File: src/rtl/periph_router_pkg.sv
// periph_router_pkg
//   Shared types and helpers for the FT601 <-> peripheral router.
//   - router_state_t : upstream drain FSM states
//   - rr_pick        : round-robin first-set-bit search over up to 16 requesters
package periph_router_pkg;

  typedef enum logic {RTR_IDLE = 1'b0, RTR_BURST = 1'b1} router_state_t;

  localparam int RR_MAX_N = 16;

  // Returns the first index with req set, searching start, start+1, ... modulo n.
  // start must be < n; bits of req at or above n are ignored.
  function automatic logic [3:0] rr_pick(input logic [15:0] req,
                                         input logic [3:0]  start,
                                         input int          n);
    logic [3:0] idx;
    logic       found;
    logic       hit;
    logic [4:0] cand;
    idx   = 4'd0;
    found = 1'b0;
    for (int i = 0; i < RR_MAX_N; i++) begin
      cand  = {1'b0, start} + 5'(i);
      cand  = (cand >= 5'(n)) ? cand - 5'(n) : cand;
      hit   = (i < n) & req[cand[3:0]] & ~found;
      idx   = hit ? cand[3:0] : idx;
      found = found | hit;
    end
    return idx;
  endfunction

endpackage

File: src/rtl/periph_router_rr_priority_picker.sv
// rr_priority_picker
//   Combinational round-robin picker: first requester at or after start,
//   wrapping modulo NUM_PERIPH.
//   Ports:
//     req   in  NUM_PERIPH  request vector
//     start in  ADDR_W      first index to consider (< NUM_PERIPH)
//     idx   out ADDR_W      chosen index (don't care when found=0)
//     found out 1           any request present
module rr_priority_picker
  import periph_router_pkg::*;
#(
  parameter int NUM_PERIPH = 8,
  parameter int ADDR_W     = $clog2(NUM_PERIPH)
) (
  input  logic [NUM_PERIPH-1:0] req,
  input  logic [ADDR_W-1:0]     start,
  output logic [ADDR_W-1:0]     idx,
  output logic                  found
);

  logic [15:0] req_ext_s;
  logic [3:0]  start_ext_s;
  logic [3:0]  idx_ext_s;

  // Zero-extend the request vector to the helper's fixed 16-bit width
  always_comb begin
    req_ext_s                 = 16'd0;
    req_ext_s[NUM_PERIPH-1:0] = req;
  end

  assign start_ext_s = 4'(start);
  assign idx_ext_s   = rr_pick(req_ext_s, start_ext_s, NUM_PERIPH);
  assign idx         = ADDR_W'(idx_ext_s);
  assign found       = |req;

endmodule

File: src/rtl/periph_router.sv
// periph_router
//   Bridge between the FT601 FIFOs and NUM_PERIPH peripherals.
//   Downstream: pops ftdi_to_lycan and steers each word to the peripheral in
//   its top ADDR_W bits; out-of-range addresses are dropped with addr_err.
//   Upstream: round-robin burst arbiter (almost-full requesters first) that
//   drains peripheral RX FIFOs into a registered lycan_to_ftdi write port.
//   Optional feature macro: PERIPH_ROUTER_STATS_EN adds drop_cnt/up_words/dn_words.
//   Ports:
//     clk, rst_l                     clock, synchronous active-low reset
//     in_data/in_empty/in_rd         ftdi_to_lycan read side (FWFT)
//     periph_tx_data/_valid/_full    peripheral TX write side
//     periph_rx_data/_empty/_almost_full/_rd  peripheral RX read side
//     out_data/out_wr/out_afull      lycan_to_ftdi write side (registered)
//     grant                          current / last granted peripheral
//     addr_err                       pulse one cycle after a dropped word
module periph_router
  import periph_router_pkg::*;
#(
  parameter int NUM_PERIPH = 8,
  parameter int DATA_W     = 32,
  parameter int ADDR_W     = $clog2(NUM_PERIPH),
  parameter int MAX_BURST  = 4
) (
  input  logic                         clk,
  input  logic                         rst_l,
  input  logic [DATA_W-1:0]            in_data,
  input  logic                         in_empty,
  output logic                         in_rd,
  output logic [DATA_W-1:0]            periph_tx_data,
  output logic [NUM_PERIPH-1:0]        periph_tx_valid,
  input  logic [NUM_PERIPH-1:0]        periph_tx_full,
  input  logic [NUM_PERIPH*DATA_W-1:0] periph_rx_data,
  input  logic [NUM_PERIPH-1:0]        periph_rx_empty,
  input  logic [NUM_PERIPH-1:0]        periph_rx_almost_full,
  output logic [NUM_PERIPH-1:0]        periph_rx_rd,
  output logic [DATA_W-1:0]            out_data,
  output logic                         out_wr,
  input  logic                         out_afull,
  output logic [ADDR_W-1:0]            grant,
  output logic                         addr_err
`ifdef PERIPH_ROUTER_STATS_EN
  ,
  output logic [15:0]                  drop_cnt,
  output logic [31:0]                  up_words,
  output logic [31:0]                  dn_words
`endif
);

  localparam int                CNT_W    = $clog2(MAX_BURST + 1);
  localparam logic [ADDR_W-1:0] LAST_IDX = ADDR_W'(NUM_PERIPH - 1);
  localparam logic [CNT_W-1:0]  LAST_CNT = CNT_W'(MAX_BURST - 1);

  // ---------------- downstream (host -> peripheral) ----------------
  logic [ADDR_W-1:0]     addr_s;
  logic [NUM_PERIPH-1:0] addr_match_s;
  logic                  addr_ok_s;
  logic                  target_full_s;
  logic                  in_rd_s;
  logic                  addr_err_r;

  assign addr_s = in_data[DATA_W-1 -: ADDR_W];

  // One-hot decode of the address field; all-zero when out of range
  always_comb begin
    addr_match_s = {NUM_PERIPH{1'b0}};
    for (int i = 0; i < NUM_PERIPH; i++) begin
      addr_match_s[i] = (addr_s == ADDR_W'(i));
    end
  end

  assign addr_ok_s     = |addr_match_s;
  assign target_full_s = |(addr_match_s & periph_tx_full);
  // Out-of-range words are always popped so they never block the stream
  assign in_rd_s         = rst_l & ~in_empty & (~addr_ok_s | ~target_full_s);
  assign in_rd           = in_rd_s;
  assign periph_tx_data  = in_data;
  assign periph_tx_valid = in_rd_s ? addr_match_s : {NUM_PERIPH{1'b0}};

  // ---------------- upstream (peripheral -> host) ----------------
  router_state_t         state_r, state_nxt_s;
  logic [ADDR_W-1:0]     grant_r, grant_nxt_s;
  logic [CNT_W-1:0]      cnt_r, cnt_nxt_s;
  logic [NUM_PERIPH-1:0] req_s, af_req_s;
  logic [ADDR_W-1:0]     start_s, af_idx_s, any_idx_s;
  logic                  af_found_s, any_found_s;
  logic [NUM_PERIPH-1:0] gnt_match_s;
  logic [DATA_W-1:0]     gnt_data_s;
  logic                  gnt_empty_s;
  logic                  rd_go_s;
  logic [DATA_W-1:0]     out_data_r;
  logic                  out_wr_r;

  assign req_s    = ~periph_rx_empty;
  assign af_req_s = req_s & periph_rx_almost_full;
  // Search starts just after the last grant so it is considered last
  assign start_s  = (grant_r == LAST_IDX) ? {ADDR_W{1'b0}} : grant_r + ADDR_W'(1);

  rr_priority_picker #(.NUM_PERIPH(NUM_PERIPH), .ADDR_W(ADDR_W)) u_pick_af (
    .req   (af_req_s),
    .start (start_s),
    .idx   (af_idx_s),
    .found (af_found_s)
  );

  rr_priority_picker #(.NUM_PERIPH(NUM_PERIPH), .ADDR_W(ADDR_W)) u_pick_any (
    .req   (req_s),
    .start (start_s),
    .idx   (any_idx_s),
    .found (any_found_s)
  );

  // One-hot decode of the current grant
  always_comb begin
    gnt_match_s = {NUM_PERIPH{1'b0}};
    for (int i = 0; i < NUM_PERIPH; i++) begin
      gnt_match_s[i] = (grant_r == ADDR_W'(i));
    end
  end

  // Select data and empty flag of the granted RX FIFO
  always_comb begin
    gnt_data_s  = {DATA_W{1'b0}};
    gnt_empty_s = 1'b0;
    for (int i = 0; i < NUM_PERIPH; i++) begin
      gnt_data_s  = gnt_match_s[i] ? periph_rx_data[i*DATA_W +: DATA_W] : gnt_data_s;
      gnt_empty_s = gnt_empty_s | (gnt_match_s[i] & periph_rx_empty[i]);
    end
  end

  // out_afull only holds off reads; the burst stays open
  assign rd_go_s      = rst_l & (state_r == RTR_BURST) & ~gnt_empty_s & ~out_afull;
  assign periph_rx_rd = rd_go_s ? gnt_match_s : {NUM_PERIPH{1'b0}};

  // Upstream FSM next-state: pick in IDLE, count reads in BURST
  always_comb begin
    state_nxt_s = state_r;
    grant_nxt_s = grant_r;
    cnt_nxt_s   = cnt_r;
    case (state_r)
      RTR_IDLE: begin
        if (any_found_s) begin
          grant_nxt_s = af_found_s ? af_idx_s : any_idx_s;
          cnt_nxt_s   = {CNT_W{1'b0}};
          state_nxt_s = RTR_BURST;
        end else begin
          state_nxt_s = RTR_IDLE;
        end
      end
      RTR_BURST: begin
        if (rd_go_s) begin
          cnt_nxt_s   = cnt_r + CNT_W'(1);
          state_nxt_s = (cnt_r == LAST_CNT) ? RTR_IDLE : RTR_BURST;
        end else if (gnt_empty_s) begin
          state_nxt_s = RTR_IDLE;
        end else begin
          state_nxt_s = RTR_BURST;
        end
      end
      default: begin
        state_nxt_s = RTR_IDLE;
      end
    endcase
  end

  // State, grant, burst count, output register and error pulse
  always_ff @(posedge clk) begin
    if (!rst_l) begin
      state_r    <= RTR_IDLE;
      grant_r    <= LAST_IDX;
      cnt_r      <= {CNT_W{1'b0}};
      out_data_r <= {DATA_W{1'b0}};
      out_wr_r   <= 1'b0;
      addr_err_r <= 1'b0;
    end else begin
      state_r    <= state_nxt_s;
      grant_r    <= grant_nxt_s;
      cnt_r      <= cnt_nxt_s;
      out_data_r <= rd_go_s ? gnt_data_s : out_data_r;
      out_wr_r   <= rd_go_s;
      addr_err_r <= in_rd_s & ~addr_ok_s;
    end
  end

  assign out_data = out_data_r;
  assign out_wr   = out_wr_r;
  assign grant    = grant_r;
  assign addr_err = addr_err_r;

`ifdef PERIPH_ROUTER_STATS_EN
  logic [15:0] drop_cnt_r;
  logic [31:0] up_words_r;
  logic [31:0] dn_words_r;

  // Saturating traffic counters, updated in step with the events they count
  always_ff @(posedge clk) begin
    if (!rst_l) begin
      drop_cnt_r <= 16'd0;
      up_words_r <= 32'd0;
      dn_words_r <= 32'd0;
    end else begin
      drop_cnt_r <= ((in_rd_s & ~addr_ok_s) && (drop_cnt_r != 16'hFFFF)) ? drop_cnt_r + 16'd1 : drop_cnt_r;
      up_words_r <= (rd_go_s && (up_words_r != 32'hFFFF_FFFF)) ? up_words_r + 32'd1 : up_words_r;
      dn_words_r <= ((|periph_tx_valid) && (dn_words_r != 32'hFFFF_FFFF)) ? dn_words_r + 32'd1 : dn_words_r;
    end
  end

  assign drop_cnt = drop_cnt_r;
  assign up_words = up_words_r;
  assign dn_words = dn_words_r;
`endif

endmodule

File: config.mk
export PLATFORM = sky130hd
export DESIGN_NAME = periph_router
export DESIGN_NICKNAME = d
export VERILOG_FILES = /design/src/rtl/periph_router_pkg.sv /design/src/rtl/periph_router_rr_priority_picker.sv /design/src/rtl/periph_router.sv
export SDC_FILE = /design/constraint.sdc
export NUM_CORES = 1
export LEC_CHECK = 0
export BUFFER_PORTS_ARGS = -buffer_cell sky130_fd_sc_hd__buf_4
export CAP_MARGIN = 25
export CORE_AREA = 2 2 158 160
export DETAILED_ROUTE_END_ITERATION = 8
export DIE_AREA = 0 0 160 162
export HOLD_SLACK_MARGIN = 0.08
export PLACE_DENSITY = 0.51
export SKIP_LAST_GASP = 1
export SLEW_MARGIN = 15
export SYNTH_ARGS = -nofsm -noshare
export SYNTH_HDL_FRONTEND = slang
export SYNTH_SLANG_ARGS = --single-unit
File: constraint.sdc
create_clock -name clk -period 8 [get_ports clk]
set_clock_uncertainty 0.15 [all_clocks]
set_input_delay 0 -clock clk [delete_from_list [all_inputs] [get_ports clk]]
set_output_delay 0 -clock clk [all_outputs]
set_load 0.02 [all_outputs]
==> impl_metrics.py, run 1 <==
metrics = {
    "route": {
        "vias_per_cell": 5.25,
        "first_iter_violations": 436,
        "routed_wirelength_um": 30000,
        "vias": 8152,
        "dr.pass1.iters": 5,
        "ant_nets": 0,
        "post_route_drc_violation_count": 0,
        "route.detailed.wl_per_inst_um": 19.3,
    },
    "global_routing": {
        "gr-usage-all-layers_pct": 22.2,
        "vias_in_the_first_global_route": 8315,
        "overflow": 0,
        "number_of_antenna_violations_at_the_first_check_in_global_routing": 3,
        "grt_start_max_net_pins": 67,
        "grt_first_pass_wirelength_um": 45700,
    },
    "power_and_ir_drop": {
        "powerDensity_nw_per_um2": 254,
        "vdd_drop_max_uv": 117,
        "leakage_nw": 4.33,
    },
    "critical_path": {
        "timing.critical_path.slowest_stage_cell": "sky130_fd_sc_hd__ha_2",
        "setup.worst_path.end": "grant[2]",
        "endpoint_required_time_on_the_critical_path_ps": 8060,
        "worst_setup_end_kind": "flop",
        "worst_path_most_repeated_cell": "sky130_fd_sc_hd__buf_4",
        "cp_max_fo": 37,
        "ff_to_ff_setup_slack_ps": 3370,
        "critPathArrivalTime_ps": 4690,
        "startpoint": "grant[0]",
        "regToRegStartpoint": "grant[0]",
        "cp_cell_sequence": "ha_1 > ha_2 > buf_4 > or2_1 > buf_4 > mux2i_1 > nand2_1 > mux4_2 > or3_4 > o2111ai_1 > a221oi_1 > nor3_1",
        "reg2reg_to": "grant[2]",
        "kind_of_critical_path": "flop to flop",
        "timing.critical_path.from_type": "flop",
        "r2r.worst_path.cells": 12,
        "critPathMaxStageDelay_ps": 580,
    },
    "logic_synthesis": {
        "postSynthRegisterBits": 41,
        "flip_flop_cell_with_the_highest_count_after_synthesis": "sky130_fd_sc_hd__dfxtp_1",
        "synthesis.nets": 1178,
        "asyncSetResetFlopFracSynth_pct": 0,
        "synth_area_sq_um": 5880,
        "netlist.top_cell.by_area": "sky130_fd_sc_hd__dfxtp_1",
        "netlist-cell-type-count": 62,
        "yosysWarnings": 0,
        "synth.area.top_cells": "sky130_fd_sc_hd__dfxtp_1 (14%), sky130_fd_sc_hd__a221oi_1 (10%), sky130_fd_sc_hd__nor2_1 (9.8%), sky130_fd_sc_hd__o21ai_0 (9.4%), sky130_fd_sc_hd__mux4_2 (6.9%)",
        "netlist.area_leader.share_pct": 13.9,
        "synth.avg_cell_area_sq_um": 6.91,
        "synth_seq_area_share_pct": 13.9,
        "synth-edff-count": 0,
        "postSynthCellCount": 852,
    },
    "layout": {
        "nFillCells": 2593,
        "nets": 1552,
        "areaGrowthSynthToFinish_pct": 67.0,
        "post-route-cell-area_sq_um": 9830,
        "post_route_cells_drive_above_1_share_pct": 34.5,
    },
    "timing": {
        "final-max-slew-violation-count": 0,
        "postLayoutSetupSlackWorst_ps": 3370,
        "highest_clock_rate_mhz": 216,
        "period_share_pct": 57.9,
        "slew_headroom_pct": 50.1,
        "count_of_endpoints_failing_setup_in_the_final_report": 0,
        "setup_total_negative_slack_ps": 0,
        "worst_slew_pin_slew_ps": 748,
        "unrepaired_setup_endpoints_after_global_routing": "no",
        "report.final.hold_viol_count": 0,
        "final.min_clock_period_ps": 4630,
    },
    "place": {
        "gp_congestion": 0.939,
        "dpl_cell_area_sq_um": 8380,
        "place.port_buffers": 343,
        "dp_worst_setup_slack_ps": 3360,
        "hpwl_um": 22700,
    },
    "floorplan": {
        "die_area_sq_um": 25900,
        "floorplan.die.height_um": 162,
        "io_pins": 402,
        "die_x_um": 160,
        "num_rows": 57,
        "initial_core_util_pct": 24.4,
        "floorplan_core_area_sq_um": 24100,
    },
    "cts": {
        "clockRootBuffer": "sky130_fd_sc_hd__clkbuf_16",
        "worstSkewPairLatency_ps": 290,
        "cts_htree_levels": 2,
        "cts_setup_buffers": 0,
        "cts_hold_repair.buffers": 129,
        "clock_tree.buffer_depth": 2,
        "cts-buffers-inserted": 5,
        "path_clk_slew_ps": 70,
        "cts-resized-gates": 0,
        "clock_sinks": 41,
        "tritoncts_clock_tree": "yes",
    },
    "worst_hold_path": {
        "hold_path_startpoint": "in_data[29]",
        "worst_hold_path_class": "input port to output pin",
    },
    "flow_run": {
        "max-cap-violations": 0,
    },
    "outcome": {
        "outcome": "finished clean",
    },
}
-- stage by stage --
| step | util [%] | hold WS, ps | total power, W | std cells |
|---|---|---|---|---|
| 5_1_grt | 40.8 | 127 | 0.00273 | 1553 |
| 6_report | 40.8 | 108 | 0.00249 | 1553 |
| 4_1_cts | 40.8 | 112 | 0.00250 | 1551 |
| 3_3_place_gp | 34.8 | -150 | 0.00219 | 1414 |
| 2_1_floorplan | - | -66.9 | 0.00169 | 852 |
| 3_5_place_dp | 34.8 | -150 | 0.00219 | 1414 |
-- worst max-delay path: cells and delay by family (launching register included) --
| family | cells | cell delay, ps |
|---|---|---|
| compound gates | 2 | 310 |
| flops | 1 | 500 |
| fa+ha+maj | 2 | 820 |
| mux | 2 | 980 |
| simple gates | 4 | 930 |
| buf+inv | 2 | 810 |
-- cell usage after synthesis (all sizes together) (2+ instances only) --
master,instances
nor2,155
nand2b,14
o2111ai,3
nand2,80
nor3b,2
nand4,7
and2,8
nand3,6
a21o,2
a211oi,3
nor3,8
o311ai,32
o22ai,3
mux4,18
clkbuf,74
buf,46
a2111oi,4
a22oi,2
mux2,22
xor2,2
mux2i,22
ha,10
a32oi,2
a31oi,4
a221oi,67
inv,11
o211ai,4
dfxtp,41
nor2b,11
o31ai,2
a21oi,44
or2,3
o21ai,111
a21boi,4
o221ai,6
-- cell type report --
cell class                      count  area (sq um)  area share (%)
Tap cell                          324           405            4.12
Multi-Input combinational cell    680          4430            45.0
Inverter                           11          41.3           0.420
Antenna cell                        2          5.00          0.0509
Clock buffer                        6           139            1.41
Sequential cell                    41           821            8.35
Clock inverter                      2          13.8           0.140
Timing Repair Buffer              487          3980            40.5
-- power by group --
group / internal [W] / switching [W] / total (W) / leakage [nW]
Clock: 0.000124 / 0.0000929 / 0.000217 / 0.0768
Combinational: 0.000857 / 0.00116 / 0.00202 / 3.92
Sequential: 0.000230 / 0.0000254 / 0.000256 / 0.334
-- state kept, by name, indices dropped and copies added (netlist names) --
name      cells
addr_err      1
grant         3
out_data     32
state_r       1
out_wr        1
cnt_r         3
-- worst min path at each step --
| stage | to | slack, ps | depth (start not counted) |
|---|---|---|---|
| after floorplan | periph_tx_valid[0] | -70 | 1 |
| after global placement | periph_tx_data[18] | -150 | 0 |
| after detailed placement | periph_tx_data[18] | -150 | 0 |
| after CTS | periph_tx_data[29] | 110 | 2 |
| after global routing | periph_tx_data[29] | 130 | 2 |
| final | periph_tx_data[29] | 110 | 2 |
-- cells in the final DEF, fill, tap and decap left out, types with 8 or more instances in the layout --
cell / n
sky130_fd_sc_hd__mux4_2: 18
sky130_fd_sc_hd__nor2b_1: 9
sky130_fd_sc_hd__o21ai_0: 111
sky130_fd_sc_hd__o311ai_0: 32
sky130_fd_sc_hd__mux2i_1: 20
sky130_fd_sc_hd__nand2_1: 79
sky130_fd_sc_hd__dlygate4sd3_1: 129
sky130_fd_sc_hd__nand2b_1: 14
sky130_fd_sc_hd__a21oi_1: 44
sky130_fd_sc_hd__ha_1: 8
sky130_fd_sc_hd__inv_1: 10
sky130_fd_sc_hd__nor3_1: 8
sky130_fd_sc_hd__nor2_1: 154
sky130_fd_sc_hd__dfxtp_1: 41
sky130_fd_sc_hd__mux2_2: 22
sky130_fd_sc_hd__a221oi_1: 67
sky130_fd_sc_hd__buf_4: 358
-- routing by layer --
layer,up-vias,track usage [%],part of all wire (%)
met1,3819,26.7,39
met3,56,4.34,7.2
met5,-,0,0
met4,0,8.52,3.5
met2,383,39.2,50
li1,3894,-,-
-- cells by family after synthesis --
family	after synthesis	synth area share [%]
compound gates	304	34.8
simple gates	300	21.9
buf+inv	131	11.2
mux	62	15.3
flops	41	13.9
fa+ha+maj	10	2.13
xor+xnor	3	0.702
other cells	1	0.0637
Power figures use the tool's default switching activity.
==> run 2: changes to the inputs <==
--- a/config.mk
+++ b/config.mk
@@ -7,11 +7,11 @@
 export LEC_CHECK = 0
 export BUFFER_PORTS_ARGS = -buffer_cell sky130_fd_sc_hd__buf_4
 export CAP_MARGIN = 25
-export CORE_AREA = 2 2 158 160
+export CORE_AREA = 2 2 156 158
 export DETAILED_ROUTE_END_ITERATION = 8
-export DIE_AREA = 0 0 160 162
+export DIE_AREA = 0 0 158 160
 export HOLD_SLACK_MARGIN = 0.08
-export PLACE_DENSITY = 0.51
+export PLACE_DENSITY = 0.52
 export SKIP_LAST_GASP = 1
 export SLEW_MARGIN = 15
 export SYNTH_ARGS = -nofsm -noshare
==> constraint.sdc (replaced) <==
create_clock -name clk -period 4.4 [get_ports clk]
set_clock_uncertainty 0.15 [all_clocks]
set_input_delay 0 -clock clk [delete_from_list [all_inputs] [get_ports clk]]
set_output_delay 0 -clock clk [all_outputs]
set_load 0.02 [all_outputs]
==> impl_metrics.py, run 2 (same netlist as run 1, synthesis figures left out) <==
metrics = {
    "critical_path": {
        "kind_of_critical_path": "flop to flop",
        "crit_cells": 12,
        "critPathArrivalTime_ps": 4300,
        "cp_top_family": "buffers and inverters",
        "reg2reg_to": "out_data[23]",
        "regToRegStartpoint": "grant[0]",
        "timing.critical_path.from_type": "flop",
        "critical_path_buf_inv_count": 4,
        "worst_setup_end_kind": "flop",
        "critPathMaxStageDelay_ps": 610,
        "timing.critical_path.slowest_stage_cell": "sky130_fd_sc_hd__o311ai_0",
        "cp_max_fo": 32,
        "cp_cell_sequence": "inv_1 > ha_1 > nand2_1 > buf_4 > nor2_1 > o311ai_0 > o21ai_0 > o21ai_0 > a221oi_1 > dlygate4sd3_1 > nor2_1 > dlygate4sd3_1",
        "r2r.worst_path.cells": 12,
        "ff_to_ff_setup_slack_ps": 190,
        "endpoint_required_time_on_the_critical_path_ps": 4490,
    },
    "route": {
        "vias": 8325,
        "vias_per_cell": 5.30,
        "route.detailed.wl_per_inst_um": 20.5,
        "first_iter_violations": 532,
        "post_route_drc_violation_count": 0,
        "dr.pass1.iters": 5,
        "routed_wirelength_um": 32200,
        "ant_nets": 0,
    },
    "timing": {
        "final-max-slew-violation-count": 0,
        "setup_total_negative_slack_ps": 0,
        "unrepaired_setup_endpoints_after_global_routing": "no",
        "slew_headroom_pct": 39.4,
        "count_of_endpoints_failing_setup_in_the_final_report": 0,
        "worst_slew_pin_slew_ps": 906,
        "highest_clock_rate_mhz": 238,
        "final.min_clock_period_ps": 4210,
        "period_share_pct": 95.7,
        "report.final.hold_viol_count": 0,
    },
    "cts": {
        "clockRootBuffer": "sky130_fd_sc_hd__clkbuf_16",
        "path_clk_slew_ps": 70,
        "cts_htree_levels": 2,
        "tritoncts_clock_tree": "yes",
        "clock_sinks": 41,
        "cts-buffers-inserted": 5,
        "worstSkewPairLatency_ps": 290,
        "clock_tree.buffer_depth": 2,
    },
    "floorplan": {
        "num_rows": 57,
        "initial_core_util_pct": 24.7,
        "floorplan_core_area_sq_um": 23800,
        "floorplan.die.height_um": 160,
        "die_area_sq_um": 25300,
        "die_x_um": 158,
        "io_pins": 402,
    },
    "worst_hold_path": {
        "hold_path_startpoint": "in_data[29]",
        "worst_hold_path.num_cells": 2,
        "worst_hold_path_class": "input port to output pin",
        "hold_path_end": "periph_tx_data[29]",
    },
    "power_and_ir_drop": {
        "pwr-share-seq_pct": 9.6,
        "netSwitchingFraction_pct": 51.9,
        "combPwrFrac_pct": 82.4,
        "power_frac_clock_pct": 8.0,
        "p_int_w": 0.00228,
        "leakage_nw": 4.41,
        "powerDensity_nw_per_um2": 476,
        "switchingPower_w": 0.00246,
        "vdd_drop_max_uv": 297,
    },
    "global_routing": {
        "vias_in_the_first_global_route": 8287,
        "grt_start_max_net_pins": 66,
        "grt_first_pass_wirelength_um": 47400,
        "number_of_antenna_violations_at_the_first_check_in_global_routing": 4,
        "overflow": 0,
        "gr-usage-all-layers_pct": 24.4,
    },
    "layout": {
        "largest_register_ff_count": 32,
        "most_common_cell_after_layout_fill_and_taps_aside": "sky130_fd_sc_hd__buf_4",
        "areaGrowthSynthToFinish_pct": 69.1,
        "fin_util_pct": 41.8,
        "layout_common_cells": "sky130_fd_sc_hd__buf_4 (376), sky130_fd_sc_hd__nor2_1 (154), sky130_fd_sc_hd__dlygate4sd3_1 (127), sky130_fd_sc_hd__o21ai_0 (111), sky130_fd_sc_hd__nand2_1 (79)",
        "post_route_cells_drive_above_1_share_pct": 35.3,
        "nets": 1568,
    },
    "flow_run": {
        "max-cap-violations": 0,
    },
    "outcome": {
        "outcome": "finished clean",
    },
    "place": {
        "place.port_buffers": 343,
        "gp_congestion": 0.960,
        "hpwl_um": 23900,
    },
}
==> run 2: worst reg2reg max path, stage by stage (launching register included) <==
cell	delay [ps]
sky130_fd_sc_hd__dfxtp_1	510
sky130_fd_sc_hd__inv_1	160
sky130_fd_sc_hd__ha_1	280
sky130_fd_sc_hd__nand2_1	170
sky130_fd_sc_hd__buf_4	430
sky130_fd_sc_hd__nor2_1	100
sky130_fd_sc_hd__o311ai_0	610
sky130_fd_sc_hd__o21ai_0	180
sky130_fd_sc_hd__o21ai_0	210
sky130_fd_sc_hd__a221oi_1	110
sky130_fd_sc_hd__dlygate4sd3_1	600
sky130_fd_sc_hd__nor2_1	100
sky130_fd_sc_hd__dlygate4sd3_1	550
==> run 2: worst max path at each step <==
stage	start	endpoint	slack, ps
floorplan	grant[2]	grant[1]	900
global placement	grant[0]	grant[0]	770
detailed placement	grant[0]	grant[2]	700
CTS	grant[0]	out_data[1]	80
global route	grant[0]	out_data[1]	30
finish	grant[0]	out_data[23]	190
==> run 2: stage by stage <==
| step | hold WS [ps] | worst slack (ps) | instance area, sq um | total power, W | instances |
|---|---|---|---|---|---|
| 2_1_floorplan | -66.9 | 904 | 5880 | 0.00308 | 852 |
| 3_3_place_gp | -150 | 767 | 8500 | 0.00419 | 1429 |
| 3_5_place_dp | -150 | 697 | 8500 | 0.00415 | 1429 |
| 4_1_cts | 119 | 77.8 | 9910 | 0.00471 | 1563 |
| 5_1_grt | 131 | 33.9 | 9950 | 0.00512 | 1569 |
| 6_report | 117 | 190 | 9950 | 0.00473 | 1570 |
==> run 2: power groups by stage <==
stage	Combinational (W)	Clock, W	Sequential [W]
after global routing	0.00425	0.000407	0.000461
after detailed placement	0.00369	0	0.000461
after floorplan	0.00257	0	0.000509
after global placement	0.00373	0	0.000461
after CTS	0.00385	0.000400	0.000453
final	0.00390	0.000379	0.000454
==> run 2: metal layers <==
layer | vias up | wire (um) | share of wire (%) | global-route usage [%]
li1 | 3927 | - | - | -
met1 | 3946 | 13100 | 41 | 30.3
met2 | 398 | 16200 | 50 | 42.8
met3 | 52 | 2030 | 6.3 | 3.96
met4 | 2 | 796 | 2.5 | 7.82
met5 | - | 16 | 0.050 | 0
==> run 2: cell type report <==
| class | count | area [sq um] |
|---|---|---|
| repair buffers | 503 | 4090 |
| inverters | 11 | 41.3 |
| fillers | 2595 | 13900 |
| flip-flops and latches | 41 | 821 |
| diodes | 4 | 10.0 |
| clock inverters | 1 | 8.76 |
| clock buffers | 6 | 129 |
| well taps | 324 | 405 |
| multi-input cells | 680 | 4440 |
==> run 2: what timing repair did <==
| action | 4_1_cts | 5_1_grt |
|---|---|---|
| endpoints found under the hold margin | 65 | 0 |
| setup endpoints to repair | 0 | 30 |
| buffers inserted | 0 | 3 |
| gates resized for setup | 0 | 3 |
| hold buffers | 127 | 0 |
==> run 3: changes to the inputs <==
--- a/config.mk
+++ b/config.mk
@@ -7,13 +7,14 @@
 export LEC_CHECK = 0
 export BUFFER_PORTS_ARGS = -buffer_cell sky130_fd_sc_hd__buf_4
 export CAP_MARGIN = 25
-export CORE_AREA = 2 2 156 158
+export CORE_MARGIN = 2
+export CORE_UTILIZATION = 24
 export DETAILED_ROUTE_END_ITERATION = 8
-export DIE_AREA = 0 0 158 160
 export HOLD_SLACK_MARGIN = 0.08
-export PLACE_DENSITY = 0.52
+export PLACE_DENSITY = 0.47
 export SKIP_LAST_GASP = 1
 export SLEW_MARGIN = 15
 export SYNTH_ARGS = -nofsm -noshare
 export SYNTH_HDL_FRONTEND = slang
+export SYNTH_HIERARCHICAL = 1
 export SYNTH_SLANG_ARGS = --single-unit
==> impl_metrics.py, run 3 <==
metrics = {
    "layout": {
        "finish.cell_count_without_fillers": 1692,
        "post_route_cells_drive_above_1_share_pct": 38.6,
        "nets": 1618,
        "areaGrowthSynthToFinish_pct": 46.3,
        "most_common_cell_after_layout_fill_and_taps_aside": "sky130_fd_sc_hd__buf_4",
        "largest_register_ff_count": 32,
        "layout_common_cells": "sky130_fd_sc_hd__buf_4 (365), sky130_fd_sc_hd__a21oi_1 (107), sky130_fd_sc_hd__dlygate4sd3_1 (94), sky130_fd_sc_hd__inv_1 (88), sky130_fd_sc_hd__o211ai_1 (67)",
    },
    "timing": {
        "setup_total_negative_slack_ps": 0,
        "slew_headroom_pct": 38.2,
        "worst_slew_pin_slew_ps": 927,
        "period_share_pct": 88.6,
        "report.final.hold_viol_count": 0,
        "highest_clock_rate_mhz": 256,
        "final.min_clock_period_ps": 3900,
        "count_of_endpoints_failing_setup_in_the_final_report": 0,
        "unrepaired_setup_endpoints_after_global_routing": "no",
        "final-max-slew-violation-count": 0,
    },
    "flow_run": {
        "max-cap-violations": 0,
    },
    "logic_synthesis": {
        "postSynthRegisterBits": 41,
        "synth_area_sq_um": 7630,
        "synth_most_common_cell": "sky130_fd_sc_hd__a21oi_1",
        "synth_seq_area_share_pct": 10.8,
        "netlist-cell-type-count": 62,
        "postSynthCellCount": 963,
        "asyncSetResetFlopFracSynth_pct": 0,
        "yosysWarnings": 6,
        "netlist.area_leader.share_pct": 10.8,
        "synth-edff-count": 0,
        "netlist.top_cell.by_area": "sky130_fd_sc_hd__dfxtp_1",
        "synth.area.top_cells": "sky130_fd_sc_hd__dfxtp_1 (11%), sky130_fd_sc_hd__mux4_2 (7.1%), sky130_fd_sc_hd__a21oi_1 (7.0%), sky130_fd_sc_hd__o211ai_1 (6.6%), sky130_fd_sc_hd__a221oi_2 (5.9%)",
        "flip_flop_cell_with_the_highest_count_after_synthesis": "sky130_fd_sc_hd__dfxtp_1",
        "synth.avg_cell_area_sq_um": 7.92,
        "synthesis.nets": 1293,
        "yosys-top-cells-count": "sky130_fd_sc_hd__a21oi_1 (107), sky130_fd_sc_hd__inv_1 (88), sky130_fd_sc_hd__o211ai_1 (67)",
    },
    "worst_hold_path": {
        "worst_hold_path.num_cells": 5,
        "hold_path_end": "out_data[17]",
        "hold_path_startpoint": "periph_rx_data[209]",
        "worst_hold_path_class": "input port to flop",
    },
    "cts": {
        "tritoncts_clock_tree": "yes",
        "worstSkewPairLatency_ps": 290,
        "clock_tree.buffer_depth": 2,
        "cts-buffers-inserted": 5,
        "clockRootBuffer": "sky130_fd_sc_hd__clkbuf_16",
        "cts_htree_levels": 2,
        "path_clk_slew_ps": 70,
        "clock_sinks": 41,
        "cts_setup_buffers": 0,
    },
    "critical_path": {
        "timing.critical_path.slowest_stage_cell": "sky130_fd_sc_hd__mux4_2",
        "kind_of_critical_path": "flop to flop",
        "critPathMaxStageDelay_ps": 530,
        "critPathArrivalTime_ps": 3920,
        "r2r.worst_path.cells": 11,
        "cp_max_fo": 17,
        "cp_cell_sequence": "inv_1 > ha_4 > buf_4 > ha_1 > mux4_2 > or3_1 > o311ai_2 > nand4_2 > a221o_1 > mux2i_1 > o211ai_1",
        "cp_top_family": "adder cells",
        "reg2reg_to": "grant[0]",
        "endpoint_required_time_on_the_critical_path_ps": 4420,
        "regToRegStartpoint": "grant[0]",
        "timing.critical_path.from_type": "flop",
        "ff_to_ff_setup_slack_ps": 500,
        "crit_cells": 11,
        "critical_path_buf_inv_count": 2,
        "worst_setup_end_kind": "flop",
    },
    "floorplan": {
        "floorplan_core_area_sq_um": 31400,
        "floorplan.die.height_um": 182,
        "die_x_um": 182,
        "initial_core_util_pct": 24.3,
        "die_area_sq_um": 33200,
        "io_pins": 402,
        "num_rows": 65,
    },
    "place": {
        "place.detailed.instances": 1588,
        "hpwl_um": 26100,
        "place.port_buffers": 343,
        "gp_congestion": 0.852,
    },
    "power_and_ir_drop": {
        "powerDensity_nw_per_um2": 604,
        "vdd_drop_max_uv": 376,
        "leakage_nw": 4.64,
    },
    "global_routing": {
        "gr-usage-all-layers_pct": 20.9,
        "grt_first_pass_wirelength_um": 54300,
        "number_of_antenna_violations_at_the_first_check_in_global_routing": 1,
        "grt_start_max_net_pins": 76,
        "overflow": 0,
        "vias_in_the_first_global_route": 9261,
    },
    "route": {
        "vias_per_cell": 5.36,
        "wl_met1_um": 14300,
        "highest-signal-layer": "met4",
        "route.detailed.wl_per_inst_um": 21.5,
        "vias": 9068,
        "dr.pass1.iters": 5,
        "routed_wirelength_um": 36400,
        "first_iter_violations": 505,
        "ant_nets": 0,
        "post_route_drc_violation_count": 0,
        "met3WireLength_um": 2750,
        "routed-wl-met2_um": 18600,
    },
    "outcome": {
        "outcome": "finished clean",
    },
}
==> run 3: worst max-delay path by stage <==
stage / slack, ps / start / to
finish: 500 / grant[0] / grant[0]
global route: 240 / grant[0] / grant[1]
CTS: 330 / grant[0] / out_data[22]
detailed placement: 530 / grant[0] / grant[0]
global placement: 560 / grant[0] / grant[0]
floorplan: 400 / grant[0] / grant[0]
==> run 3: area by class of cell <==
type                    instances  area (sq um)
fillers                      3374         20200
multi-input cells             688          5630
repair buffers                461          3720
flip-flops and latches         41           825
well taps                     402           503
inverters                      91           342
clock buffers                   5           125
clock inverters                 3          17.5
diodes                          1          2.50
==> run 3: cell families after synthesis <==
| group | Yosys count | synth area share [%] |
|---|---|---|
| AOI/OAI and AO/OA | 390 | 39.6 |
| xor gates and xnor gates | 8 | 0.918 |
| adders and majority gates | 14 | 2.30 |
| buffers and inverters | 234 | 16.2 |
| DFF | 41 | 10.8 |
| muxes | 75 | 15.3 |
| other | 1 | 0.0492 |
| and+or+nand+nor | 200 | 14.9 |
==> run 3: power breakdown <==
part	switching, W	internal, W	total [W]	leakage, nW
logic	0.00347	0.00242	0.00589	4.23
registers	0.0000400	0.000423	0.000463	0.334
clock network	0.000180	0.000209	0.000389	0.0696
==> run 3: repair_timing <==
| item | in CTS | in global routing |
|---|---|---|
| hold endpoints to repair | 66 | 0 |
| hold buffers | 94 | 0 |
| resized for setup | 0 | 0 |
==> run 3: layer usage <==
| metal | up-vias | GRT usage (%) |
|---|---|---|
| met1 | 4454 | 24.6 |
| met4 | 0 | 5.32 |
| met3 | 43 | 5.81 |
| met5 | - | 0 |
| met2 | 320 | 37.5 |
| li1 | 4251 | - |
==> run 3: metrics by stage <==
step | util [%] | power [W] | setup slack, ps | hold WS, ps | cell area [sq um]
after global placement | 32.0 | 0.00624 | 564 | -150 | 10100
after floorplan | - | 0.00490 | 397 | -66.9 | 7630
after CTS | 35.5 | 0.00673 | 331 | 109 | 11100
after global routing | 35.6 | 0.00728 | 237 | 141 | 11200
final | 35.6 | 0.00674 | 501 | 110 | 11200
after detailed placement | 32.0 | 0.00621 | 530 | -150 | 10100
==> run 3: worst register-to-register path, cell delays in order (launching register included) <==
cell                       delay (ps)
sky130_fd_sc_hd__dfxtp_1          480
sky130_fd_sc_hd__inv_1            170
sky130_fd_sc_hd__ha_4             450
sky130_fd_sc_hd__buf_4            300
sky130_fd_sc_hd__ha_1             420
sky130_fd_sc_hd__mux4_2           540
sky130_fd_sc_hd__or3_1            340
sky130_fd_sc_hd__o311ai_2         110
sky130_fd_sc_hd__nand4_2          190
sky130_fd_sc_hd__a221o_1          380
sky130_fd_sc_hd__mux2i_1          150
sky130_fd_sc_hd__o211ai_1          90
